`src/rtl/imem_port_arbiter.sv`:
```
// imem_port_arbiter: shares one synchronous single-port memory between
// the fetch path and the load/store path of the miniRV core.
//
// Ports:
//   clk, rst              clock, async active-high reset
//   if_req/if_addr        fetch request (held until if_valid)
//   if_valid/if_rdata     fetch response pulse and instruction word
//   d_req/d_we/d_addr     data request (held until d_valid)
//   d_wdata/d_wstrb       store data and byte enables
//   d_valid/d_rdata       data response pulse and load word
//   mem_*                 memory side: strobe, write, word index, data
//   busy                  high whenever a transaction is in flight
module imem_port_arbiter #(
    parameter int ADDR_WIDTH   = 24,
    parameter int DATA_WIDTH   = 32,
    parameter int STARVE_LIMIT = 4
) (
    input  logic                  clk,
    input  logic                  rst,
    input  logic                  if_req,
    input  logic [ADDR_WIDTH-1:0] if_addr,
    output logic                  if_valid,
    output logic [DATA_WIDTH-1:0] if_rdata,
    input  logic                  d_req,
    input  logic                  d_we,
    input  logic [ADDR_WIDTH-1:0] d_addr,
    input  logic [DATA_WIDTH-1:0] d_wdata,
    input  logic [3:0]            d_wstrb,
    output logic                  d_valid,
    output logic [DATA_WIDTH-1:0] d_rdata,
    output logic                  mem_en,
    output logic                  mem_we,
    output logic [ADDR_WIDTH-3:0] mem_addr,
    output logic [DATA_WIDTH-1:0] mem_wdata,
    output logic [3:0]            mem_wstrb,
    input  logic [DATA_WIDTH-1:0] mem_rdata,
    output logic                  busy
);

    typedef enum logic [1:0] {IDLE, ISSUE, RESP} state_t;
    typedef enum logic [1:0] {G_NONE, G_IF, G_D} gnt_t;

    localparam logic [3:0] LIM = 4'(STARVE_LIMIT);

    state_t                state_q, state_d;
    gnt_t                  gnt_q, gnt_d;
    logic [3:0]            starve_q, starve_d;
    logic [ADDR_WIDTH-3:0] addr_q, addr_d;
    logic                  we_q, we_d;
    logic [DATA_WIDTH-1:0] wdata_q, wdata_d;
    logic [3:0]            wstrb_q, wstrb_d;

    logic decide;
    logic if_cand;
    logic d_cand;
    logic pick_if;
    logic pick_d;

    // Byte-offset bits never reach the word-organised memory.
    logic unused_addr_lsbs;
    assign unused_addr_lsbs = ^{if_addr[1:0], d_addr[1:0]};

    always_ff @(posedge clk or posedge rst) begin
        if (rst) begin
            state_q  <= IDLE;
            gnt_q    <= G_NONE;
            starve_q <= '0;
            addr_q   <= '0;
            we_q     <= 1'b0;
            wdata_q  <= '0;
            wstrb_q  <= '0;
        end else begin
            state_q  <= state_d;
            gnt_q    <= gnt_d;
            starve_q <= starve_d;
            addr_q   <= addr_d;
            we_q     <= we_d;
            wdata_q  <= wdata_d;
            wstrb_q  <= wstrb_d;
        end
    end

    always_comb begin
        state_d  = state_q;
        gnt_d    = gnt_q;
        starve_d = starve_q;
        addr_d   = addr_q;
        we_d     = we_q;
        wdata_d  = wdata_q;
        wstrb_d  = wstrb_q;
        decide   = 1'b0;
        if_cand  = 1'b0;
        d_cand   = 1'b0;
        pick_if  = 1'b0;
        pick_d   = 1'b0;

        case (state_q)
            IDLE: begin
                decide  = 1'b1;
                if_cand = if_req;
                d_cand  = d_req;
            end
            ISSUE: begin
                state_d = RESP;
            end
            RESP: begin
                // Hand off to the other side; the served side's req is
                // still its old request and must not win again here.
                decide  = 1'b1;
                if_cand = if_req && (gnt_q == G_D);
                d_cand  = d_req && (gnt_q == G_IF);
            end
            default: begin
                state_d = IDLE;
            end
        endcase

        if (decide) begin
            pick_if = if_cand && (!d_cand || (starve_q == LIM));
            pick_d  = d_cand && !pick_if;
        end

        if (pick_if) begin
            state_d  = ISSUE;
            gnt_d    = G_IF;
            starve_d = '0;
            addr_d   = if_addr[ADDR_WIDTH-1:2];
            we_d     = 1'b0;
            wdata_d  = '0;
            wstrb_d  = '0;
        end else if (pick_d) begin
            state_d = ISSUE;
            gnt_d   = G_D;
            addr_d  = d_addr[ADDR_WIDTH-1:2];
            we_d    = d_we;
            wdata_d = d_wdata;
            wstrb_d = d_wstrb;
            if (if_cand && (starve_q != LIM)) begin
                starve_d = starve_q + 4'd1;
            end
        end else if (decide) begin
            state_d = IDLE;
            gnt_d   = G_NONE;
        end
    end

    always_comb begin
        mem_en    = 1'b0;
        mem_we    = 1'b0;
        mem_addr  = '0;
        mem_wdata = '0;
        mem_wstrb = '0;
        if_valid  = 1'b0;
        if_rdata  = '0;
        d_valid   = 1'b0;
        d_rdata   = '0;
        busy      = (state_q != IDLE);

        if (state_q == ISSUE) begin
            mem_en    = 1'b1;
            mem_we    = we_q;
            mem_addr  = addr_q;
            mem_wdata = wdata_q;
            mem_wstrb = we_q ? wstrb_q : 4'b0000;
        end

        if (state_q == RESP) begin
            if (gnt_q == G_IF) begin
                if_valid = 1'b1;
                if_rdata = mem_rdata;
            end
            if (gnt_q == G_D) begin
                d_valid = 1'b1;
                if (!we_q) begin
                    d_rdata = mem_rdata;
                end
            end
        end
    end

endmodule

```
`config.mk`:
```
export PLATFORM = sky130hd
export DESIGN_NAME = imem_port_arbiter
export DESIGN_NICKNAME = d
export VERILOG_FILES = /design/src/rtl/imem_port_arbiter.sv
export SDC_FILE = /design/constraint.sdc
export NUM_CORES = 1
export LEC_CHECK = 0
export ABC_AREA = 1
export BUFFER_PORTS_ARGS = -buffer_cell sky130_fd_sc_hd__buf_2
export CORE_UTILIZATION = 43
export DETAILED_ROUTE_END_ITERATION = 12
export HOLD_SLACK_MARGIN = 0.1
export PLACE_DENSITY = 0.81
export SETUP_SLACK_MARGIN = 0.3
export SYNTH_ARGS = -nofsm -noshare
export SYNTH_HDL_FRONTEND = slang
export SYNTH_SLANG_ARGS = --single-unit
```
`constraint.sdc`:
```
create_clock -name clk -period 2.3 [get_ports clk]
set_clock_uncertainty 0.15 [all_clocks]
set_input_delay 0.23 -clock clk [delete_from_list [all_inputs] [get_ports clk]]
set_output_delay 0.23 -clock clk [all_outputs]
set_load 0.01 [all_outputs]
```
==> results.md <==
* Gpl congestion at 0.836
* Total Power at 6.57 mW
* Power per Cell Area at approximately 1000 nW/um^2
* First-pass GRT wire length at 22.1 mm
* Via density at 4.89
* Commonest non-fill, non-tap cells in the layout: buf_2, nor2_1, inv_1
* Worst r2r src: state_q[0]
* Final Util at 73.2%
* I/O Buffers at between 200 and 250
* Critical path type: flip-flop to primary output
* R2R setup slack at 470 ps
* Max-slew violations at 0
* Slew headroom at 64.9%
* Initial Util at 44.5%
* Initial antenna violation count at 1
* Largest net degree at the start of global routing at 59
* Max-Cap Viols at 0
* Setup violators final at 0
* Setup ws final at between 200 and 300 ps
* CP required at about 1900 ps
* Seq/Total Area, Yosys at 43.2%
* Hold WS at 321 ps
* FP Rows at 34
* Die area at 9420 sq um
* GRT Total Usage at between 20% and 30%
* Vert. Die Dim at 97.0 microns
* CTS tree: built
* Sink Count at between 60 and 70
* Layout cells sized above 1 at 33.4%
* Routed len/inst at 14.2 microns
* Clk Latency, worst-skew pair at 330 ps
* Reg clk slew, reported paths at 80 ps
* Routed vias at 4941
* CP Max Fanout at 16
* Synth unique cells at 18
* Cells after Synth at ~580
* Unrepaired setup endpoints after global routing: true
* DRT iter0 DRCs at 291
* Final wirelength at about 14 mm
* Setup TNS after final layout at 0 ps
* Mapped cell area at 3880 sq um
* Die Width at 97.0 microns
* CP Launch Type: flip-flop
* RR Endpoint: wdata_q[27]
* Worst VDD drop at 0.569 mV
* NumNets Final at 1020
* Lkg Pwr at 3.82 nW
* Core Box Area at 8720 sq um
* CTS Buf Count at 9
* P&R area growth vs syn at 64.3%
* Final ANT Viol Nets at 0
* Commonest non-fill, non-tap cell in the layout: buf_2
* Status: completed
* Pre-Repair DR Iteration Count at 5
* Fillers at 680
* Vias in the first global route at 4766
* Period minus WS final at 2000 ps
* Drc violations at 0
* DPL Wire Length at 8.25 mm
* H-tree levels at 3
* Yosys warnings at 0
* Final hold vios at 0
* Max clock buf depth at 2
* # IOs at ~250
* HP Class: primary input to asynchronous set/reset pin
* Seq cells post-synth at between 60 and 70
* CTS root buf: clkbuf_8
* Register area at between 1500 and 2000 sq um
* Tightest Pin Transition at 525 ps
* Multi-input gate area at 1560 sq um
* Total grt overflow at 0
* Syn nets at 698
* CP arrival at 1620 ps
* Crit. End Element: primary output
* R2R depth at 8
* Final worst path period share at 87.1%
* Pre-CTS worst setup slack at 371 ps
* Mean post-synth cell area at between 6 and 7 sq um
* Max Freq at 0.499 GHz
[logic make-up after synthesis]
group,after synthesis,synth area share (%)
flip-flops,67,43.2
adder cells (fa/ha/maj),2,0.644
buffers and inverters,164,17.7
XOR/XNOR,1,0.226
AO/OA/AOI/OAI,43,5.83
AND/OR/NAND/NOR,298,32.5
[final cells by class]
type	instances	share of cell area, %
Timing Repair Buffer	346	36.0
Sequential cell	67	26.3
Multi-Input combinational cell	344	24.5
Inverter	128	7.76
Clock buffer	10	2.16
Tap cell	108	2.12
Clock inverter	6	1.02
Timing Repair inverter	1	0.118
Antenna cell	1	0.0392
[synthesized netlist by cell type]
master,number,area share (%)
nor2_1,129,12
inv_1,125,12
nand3_1,109,14
dfrtp_1,67,43
nand2_1,57,5.5
o21ai_1,33,4.3
buf_2,20,2.6
o21ai_0,9,1.2
clkbuf_1,6,0.58
buf_4,4,0.77
buf_6,4,1.2
inv_2,3,0.29
buf_1,2,0.19
ha_1,2,0.64
nand2_2,2,0.32
a21oi_4,1,0.42
nor3_1,1,0.13
xor2_1,1,0.23
[stage by stage]
stage                     instances  cell area [sq um]
after floorplan                 575               3890
after global placement          901               5140
after detailed placement        901               5140
after CTS                      1004               6250
after global routing           1011               6380
final                          1011               6380
[worst max-delay path by stage]
stage / start / to / cells after the start
detailed placement: state_q[1] / if_rdata[13] / 7
CTS: state_q[0] / if_rdata[13] / 7
global route: state_q[1] / if_rdata[28] / 8
global placement: state_q[1] / if_rdata[11] / 7
floorplan: state_q[1] / mem_wstrb[0] / 5
finish: state_q[1] / if_rdata[8] / 8
[power by group]
| group | leakage (nW) | switching, mW | internal (mW) |
|---|---|---|---|
| logic | 2.89 | 2.25 | 1.37 |
| registers | 0.838 | 0.239 | 1.73 |
| clock network | 0.0905 | 0.462 | 0.528 |
[worst max-delay path, stage by stage, from the launching register on]
cell and delay (ps):
dfrtp_2 410, inv_2 50, nor2_2 90, inv_2 60
nor2_4 170, clkinvlp_4 120, buf_6 160, nor2_1 100
buf_2 140
[routing by layer]
layer | track usage [%] | up-vias | share of wire (%)
met5 | 0 | - | 0
met4 | 16.2 | 0 | 4.1
met3 | 6.07 | 53 | 7.6
met2 | 54.3 | 298 | 52
met1 | 30.4 | 2218 | 36
li1 | - | 2372 | -
[flip-flops by register name, indices dropped and copies added (netlist names)]
| name | cells |
|---|---|
| starve_q | 4 |
| gnt_q | 2 |
| wdata_q | 32 |
| wstrb_q | 4 |
| state_q | 2 |
| addr_q | 22 |
| we_q | 1 |
[what timing repair did]
| item | in CTS | in global routing |
|---|---|---|
| gates resized for setup | 14 | 17 |
| hold buffers | 82 | 0 |
| setup endpoints to repair | 108 | 126 |
| pin swaps | 1 | 7 |
| endpoints found under the hold margin | 81 | 0 |
| buffers inserted | 4 | 4 |
| cloned | 1 | 2 |
(Power assumes the default switching activity.)
